`src/rtl/axa_pkg.sv`:
```
// Shared widths and SIG* error codes for the undo stack slice.
package axa_pkg;

    localparam int unsigned WORD  = 16;
    localparam int unsigned UPTR  = 4;
    localparam int unsigned USIZE = 16;

    typedef logic [WORD-1:0] word_t;

    localparam logic [3:0] SIGNONE = 4'd0;
    localparam logic [3:0] SIGLEX  = 4'd1;
    localparam logic [3:0] SIGOVF  = 4'd2;
    localparam logic [3:0] SIGILL  = 4'd3;

endpackage

```
`src/rtl/undo_ram.sv`:
```
// Undo buffer storage: DEPTH x WORD, one synchronous write port, two async read ports (pop, peek).
module undo_ram
    import axa_pkg::*;
#(
    parameter int unsigned DEPTH = USIZE,
    parameter int unsigned PW    = UPTR
) (
    input  logic          clk,
    input  logic          we,
    input  logic [PW-1:0] waddr,
    input  word_t         wdata,
    input  logic [PW-1:0] raddr,
    output word_t         rdata,
    input  logic [PW-1:0] paddr,
    output word_t         pdata
);

    word_t mem [DEPTH];

    always_ff @(posedge clk) begin
        if (we) mem[waddr] <= wdata;
    end

    assign rdata = mem[raddr];
    assign pdata = mem[paddr];

endmodule

```
`src/rtl/undo_stack_ctrl.sv`:
```
// Undo stack controller: push on forward execution, pop/peek on reverse execution.
// Define UNDO_OVF_TRAP_EN to refuse pushes while full and expose a sticky err_ovf flag.
module undo_stack_ctrl
    import axa_pkg::*;
#(
    parameter int unsigned DEPTH = USIZE,
    parameter int unsigned PW    = UPTR
) (
    input  logic          clk,
    input  logic          reset,
    input  logic          push_valid,
    input  logic [15:0]   push_data,
    output logic          push_ready,
    input  logic          pop_valid,
    output logic          pop_ready,
    output logic [15:0]   pop_data,
    output logic          pop_data_valid,
    input  logic [PW-1:0] peek_off,
    output logic [15:0]   peek_data,
    input  logic          flush,
    output logic [PW-1:0] usp,
    output logic [PW:0]   count,
    output logic          empty,
    output logic          full,
    output logic          err_lex,
`ifdef UNDO_OVF_TRAP_EN
    output logic          err_ovf,
`endif
    input  logic          err_clr
);

    localparam logic ST_RUN = 1'b0;
    localparam logic ST_ERR = 1'b1;

    localparam logic [PW-1:0] PTR_ONE = {{(PW-1){1'b0}}, 1'b1};
    localparam logic [PW:0]   CNT_ONE = {{PW{1'b0}}, 1'b1};
    localparam logic [PW:0]   CNT_MAX = (PW+1)'(DEPTH);

    logic          state;
    logic          push_fire;
    logic          pop_fire;
    logic          pop_under;
    logic          ram_we;
    logic [PW-1:0] top_addr;
    logic [PW-1:0] peek_addr;
    word_t         ram_rdata;

    assign empty     = (count == '0);
    assign full      = (count == CNT_MAX);
    assign err_lex   = (state == ST_ERR);
    assign pop_ready = (state == ST_RUN);
`ifdef UNDO_OVF_TRAP_EN
    assign push_ready = !pop_valid && !full;
`else
    assign push_ready = !pop_valid;
`endif

    assign push_fire = push_valid && push_ready;
    assign pop_fire  = pop_valid && pop_ready && !empty;
    assign pop_under = pop_valid && empty;
    // Flush and reset both discard a same-cycle push, so the RAM write is gated too.
    assign ram_we    = push_fire && !flush && !reset;
    assign top_addr  = usp - PTR_ONE;
    assign peek_addr = usp - peek_off - PTR_ONE;

    undo_ram #(
        .DEPTH (DEPTH),
        .PW    (PW)
    ) u_ram (
        .clk   (clk),
        .we    (ram_we),
        .waddr (usp),
        .wdata (push_data),
        .raddr (top_addr),
        .rdata (ram_rdata),
        .paddr (peek_addr),
        .pdata (peek_data)
    );

    always_ff @(posedge clk or posedge reset) begin
        if (reset) begin
            usp            <= '0;
            count          <= '0;
            state          <= ST_RUN;
            pop_data       <= '0;
            pop_data_valid <= 1'b0;
        end else if (flush) begin
            usp            <= '0;
            count          <= '0;
            state          <= ST_RUN;
            pop_data_valid <= 1'b0;
        end else begin
            pop_data_valid <= pop_fire;
            if (pop_fire) begin
                pop_data <= ram_rdata;
                usp      <= usp - PTR_ONE;
                count    <= count - CNT_ONE;
            end else if (push_fire) begin
                usp <= usp + PTR_ONE;
                if (!full) count <= count + CNT_ONE;
            end
            case (state)
                ST_RUN:  if (pop_under) state <= ST_ERR;
                default: if (err_clr)   state <= ST_RUN;
            endcase
        end
    end

`ifdef UNDO_OVF_TRAP_EN
    always_ff @(posedge clk or posedge reset) begin
        if (reset) begin
            err_ovf <= 1'b0;
        end else if (flush) begin
            err_ovf <= 1'b0;
        end else if (push_valid && !pop_valid && full) begin
            err_ovf <= 1'b1;
        end else if (err_clr) begin
            err_ovf <= 1'b0;
        end
    end
`endif

endmodule
```
`config.mk`:
```
export PLATFORM = sky130hd
export DESIGN_NAME = undo_stack_ctrl
export DESIGN_NICKNAME = d
export VERILOG_FILES = /design/src/rtl/axa_pkg.sv /design/src/rtl/undo_ram.sv /design/src/rtl/undo_stack_ctrl.sv
export SDC_FILE = /design/constraint.sdc
export NUM_CORES = 1
export LEC_CHECK = 0
export CORE_MARGIN = 2
export CORE_UTILIZATION = 35
export DETAILED_ROUTE_END_ITERATION = 8
export PLACE_DENSITY_LB_ADDON = 0.25
export SYNTH_ARGS = -nofsm -noshare
export SYNTH_HDL_FRONTEND = slang
export SYNTH_HIERARCHICAL = 1
export SYNTH_SLANG_ARGS = --single-unit
```
`constraint.sdc`:
```
create_clock -name clk -period 7.65 [get_ports clk]
set_clock_uncertainty 0.05 [all_clocks]
set_input_delay 0.765 -clock clk [delete_from_list [all_inputs] [get_ports clk]]
set_output_delay 0.765 -clock clk [all_outputs]
set_load 0.01 [all_outputs]
```
# --- Yosys cells after proc, flatten, opt, wreduce, memory -nomap -nowiden ---
# Memories as Yosys holds them, arrays and structs flattened. A register that Yosys moved wholly into a read port is not among the register bits.
# Index checks and enable logic that the tools add are counted.
totals:
  ff_bits: 11
  latch_bits: 0
  mem_bits_rw: 256
  romBits: 0
  inputBits: 26
  wordCells: 43
  mem_count: 1
classes:
  add_sub_neg: 6
  n_mul: 0
  div: 0
  n_lt_le_gt_ge: 0
  n_eq_ne: 2
  n_shift: 0
  mux: 14
  n_bitwise: 2
  reduce_logical: 14
memory_table:
  columns: ["memory", "words", "width", "rd", "rd_clocked_by_memory_dff", "write_ports", "line_no", "rtl"]
  rows:
  - ["u_ram.mem", 16, 16, 2, 1, 1, "undo_ram.sv:18", "word_t mem [DEPTH];"]
ops:
  columns: ["cell", "count"]
  rows:
  - ["two-way mux 5 bit", 4]
  - ["two-way mux 4 bit", 3]
  - ["subtractor 4 x 1 -> 4 bit, second input constant", 2]
  - ["two-way mux 1 bit", 7]
  - ["logical AND 1 bit", 6]
  - ["adder 5 x 1 -> 5 bit, second input constant", 1]
  - ["equality test 5 bit, second input constant", 1]
  - ["zero test 5 bit", 1]
  - ["subtractor 5 x 1 -> 5 bit, second input constant", 1]
  - ["adder 4 x 1 -> 4 bit, second input constant", 1]
  - ["zero test 1 bit", 4]
  - ["AND reduction 2 bit", 2]
  - ["subtractor 4 bit", 1]
  - ["inequality test 3 x 2 -> 1 bit, second input constant", 1]
  - ["nonzero test 3 bit", 1]
  - ["NOT 1 bit", 2]

# --- Longest topological paths before layout ---
depth:
  depth_word: 6
  depth_mapped: 10

# --- Modules after synthesis ---
# The synthesis kept the hierarchy.
by_module_without_submodules:
  columns: ["module", "instances", "cells_per_inst", "area_per_inst_um2", "seq_area_each_um2"]
  rows:
  - ["undo_ram", 1, 553, 11728.7, 7687.4]
  - ["undo_stack_ctrl", 1, 132, 1481.4, 675.6]

# --- Least setup slack after synthesis ---
# Ideal clock, no wire load.
synth_timing:
  path_type: "input to register"
  from: "in push_valid"
  to: "mem u_ram/mem[0][0] (netlist name), enable pin"
  setup_ps: 409
  arrival_ps: 3001
  path_slack_ps: 4190
  path_stages: 4
  path_buffers: 0
  cell_sequence: "or2b_2 -> nor3_1 -> or3b_2 -> nor3_1"
synth_between:
  elab_chain_len: 5
synth_rtl:
  columns: ["element", "line_no", "rtl"]
  rows:
  - ["start: declaration", "undo_stack_ctrl.sv:11", "input logic push_valid,"]
  - ["logical AND 1 bit", "undo_stack_ctrl.sv:58", "assign push_fire = push_valid && push_ready;"]
  - ["logical AND 1 bit (2 in series)", "undo_stack_ctrl.sv:62", "assign ram_we = push_fire && !flush && !reset;"]
  - ["net ram_we", "undo_stack_ctrl.sv:43", "logic ram_we;"]
  - ["two-way mux 1 bit", "undo_ram.sv:21", "if (we) mem[waddr] <= wdata;"]
  - ["two-way mux 1 bit (not written as such)", "undo_ram.sv:21", null]
  - ["end: declaration", "undo_ram.sv:18", null]
# The timed path passes the listed nets, and every way through them passes these cells.

# --- Worst setup path in the final report ---
layout_timing:
  from: "reg usp[0]"
  to: "out peek_data[12]"
layout_between:
  elab_chain_len: 3
layout_rtl:
  columns: ["element", "line_no", "rtl"]
  rows:
  - ["start: declaration", "undo_stack_ctrl.sv:21", "output logic [PW-1:0] usp,"]
  - ["start signal: assignment", "undo_stack_ctrl.sv:96", "usp <= usp - PTR_ONE;"]
  - ["start signal: assignment", "undo_stack_ctrl.sv:99", "usp <= usp + PTR_ONE;"]
  - ["subtractor 4 bit", "undo_stack_ctrl.sv:64", "assign peek_addr = usp - peek_off - PTR_ONE;"]
  - ["subtractor 4 x 1 -> 4 bit", "undo_stack_ctrl.sv:64", null]
  - ["net peek_addr[1]", "undo_stack_ctrl.sv:45", "logic [PW-1:0] peek_addr;"]
  - ["memory (16 x 16 bit)", null, null]
  - ["end: declaration", "undo_stack_ctrl.sv:19", "output logic [15:0] peek_data,"]
# The timed path passes the listed nets, and every way through them passes these cells.

==> out/metrics.yaml <==
rr_worst_depth: 8
p_per_area_nw_per_um2: 401
final_cell_mix: "edfxtp_1, mux4_2, clkdlybuf4s50_1"
utilization: 0.415
drtIter0Drc: 701
cap_violations: 0
drt_wl_total_um: 33400
grt_setup_unrepaired: "false"
cts.sinks: 283
ant_nets: 0
hold_path.class: "reg -> reg"
drc_errors: 0
grt_overflow: 0
dpl_cell_area_um2: 14500
critPathArrivalTime_ns: 4.52
slew_viol_final: 0
synth_cell_types: 53
antenna_found_initial: 1
clkPwrFrac: 0.228
drive_above_1_share: 0.293
max_freq_mhz: 188
total_power_w: 0.00622
syn_to_final_growth_pct: 17.5
final_cell_area_um2: 15500
cts_buffer_depth: 3
syn_inst: 685
fin_nets: 808
crit_required_ns: 6.84
power.switching_w: 0.00225
r2r-end: "pop_data[6]"
cts_made_buffers: 31
cts_root_buf: "clkbuf_16"
regToRegSetupSlack_ns: 3.91
p_leak_nw: 5.16
period_share: 0.697
io_buffers: 72
cts-resized-gates: 0
yosys.area.top_type: "edfxtp_1"
dieWidth_um: 198
slew_headroom: 0.0629
yosys_warnings: 6
crit_fanout: 30
gp_congestion: 0.719
vias: 7232
grt_start_max_net_pins: 65
row_count: 71
routed.top_layer: "met4"
ys.flop_type: "edfxtp_1"
end_kind: "primary output"
ios: 73
worst_pin_slew_ns: 1.40
clkLatencyLatePin_ns: 0.57
grt_pass1_wl_um: 48500
setup_viol: 0
clkSlewWorstSetupHoldPaths_ns: 0.06
cts_hold_buf: 0
crit_type: "reg -> out"
synth.area.top_cells: "edfxtp_1, mux4_2, dfrtp_1"
cts_setup_buffers: 0
hold_depth: 1
grt_usage: 0.172
ys_async_sr_fraction: 0.0954
dp_hpwl_um: 18800
cts_tree: "done"
ys_ff_latch: 283
swShare: 0.362
grt_pass1_vias: 7258
worstHoldStart: "pop_data[8]"
die-area_um2: 39300
yosysTopAreaCellShare: 0.582
p_comb_frac: 0.474
syn_nets: 719
core-area_um2: 37400
status: "finished, final reports clean"
timing.rr.start: "usp[0]"
sequentialPowerShare: 0.299
wl_per_cell_um: 25.4
setup.worst_path.start_class: "flip-flop"
ys_seq_area_frac: 0.633
route.met2.wl_um: 16300
avgSynthCellArea_um2: 19.3
m1WireLength_um: 14400
hold_viol: 0
nFillCells: 3281
die_h_um: 198
setup_tns_ns: 0
via_per_inst: 5.51
layout_commonest_cell: "edfxtp_1"
min_to: "pop_data[8]"
wl_met3_um: 1910
synth_area_um2: 13200
synth_edf_count: 256
start_util: 0.353
htreeDepth: 1
ir_worst_vdd_mv: 0.379
period_needed_ns: 5.33
cell_internal_pwr_w: 0.00396
drtPass1Iterations: 4
layer usage:
metal	up-vias	global-route usage
li1	3094	-
met1	3855	0.234
met2	222	0.289
met3	61	0.0266
met4	0	0.0451
met5	-	0
critical path, cell delays in order (launching register included):
cell	delay [ns]
dfrtp_1	0.62
ha_4	0.29
fa_2	1.01
buf_4	0.54
buf_4	0.31
mux4_2	0.32
a22oi_1	0.21
nand2_1	0.12
clkdlybuf4s50_1	0.50
cell type report:
class / count / area, um2 / area share
Antenna cell: 2 / 5.00 / 0.000323
Inverter: 11 / 43.8 / 0.00282
Clock inverter: 17 / 136 / 0.00879
Tap cell: 511 / 639 / 0.0412
Sequential cell: 283 / 8360 / 0.539
Multi-Input combinational cell: 346 / 4550 / 0.293
Timing Repair Buffer: 101 / 938 / 0.0605
Clock buffer: 41 / 843 / 0.0543
cells in the mapped netlist, types with 2 or more instances:
library cell,number
nor4_1,2
o21ai_0,3
clkbuf_1,15
a211oi_1,2
or3_1,2
nor2_1,25
nor2b_1,6
and2_1,3
a22oi_1,64
edfxtp_1,256
xor2_1,4
mux4_1,24
buf_2,4
xnor2_1,4
ha_1,7
buf_4,5
mux2_2,16
nand2_1,38
clkbuf_4,2
a21oi_1,6
buf_6,12
mux4_2,103
nand3b_1,2
nand2b_1,3
mux4_4,2
clkbuf_8,3
dfrtp_1,27
inv_1,11
nor3_1,8
buf_1,2
o21bai_1,2
worst max-delay path by stage:
stage / start / to / depth (start not counted)
after global placement: peek_off[0] / peek_data[12] / 10
after CTS: usp[0] / peek_data[12] / 8
after floorplan: push_valid / u_ram/mem[0][0] / 4
after detailed placement: peek_off[0] / peek_data[12] / 10
final: usp[0] / peek_data[12] / 8
after global routing: usp[0] / peek_data[13] / 8
metrics by stage:
step / instances / hold WS, ns / setup slack, ns
after CTS: 1310 / 0.465 / 2.21
after global routing: 1310 / 0.476 / 2.12
after floorplan: 685 / 0.501 / 4.19
after detailed placement: 1252 / 0.451 / 2.30
after global placement: 1252 / 0.443 / 2.29
final: 1312 / 0.460 / 2.32
flip-flops by register name (all words and copies together) (netlist names):
name,flops
err_lex,1
pop_data,16
pop_data_valid,1
usp,4
u_ram/mem,256
count,5
power by group through the flow:
| stage | logic [W] | clock network (W) | registers, W |
|---|---|---|---|
| 3_5_place_dp | 0.00296 | 0 | 0.00189 |
| 3_3_place_gp | 0.00297 | 0 | 0.00189 |
| 6_report | 0.00294 | 0.00142 | 0.00186 |
| 5_1_grt | 0.00313 | 0.00151 | 0.00187 |
| 2_1_floorplan | 0.00191 | 0 | 0.00189 |
| 4_1_cts | 0.00298 | 0.00145 | 0.00186 |
logic make-up (layout without fill, tap and decap cells):
logic type | Yosys count | after routing | synth area share
AOI/OAI and AO/OA | 85 | 85 | 0.0476
DFF | 283 | 283 | 0.633
muxes | 147 | 147 | 0.243
buffers and inverters | 56 | 170 | 0.0284
xor gates and xnor gates | 8 | 8 | 0.00530
and+or+nand+nor | 98 | 98 | 0.0348
other | 0 | 2 | 0
adders and majority gates | 8 | 8 | 0.00815
Power figures use the tool's default switching activity.
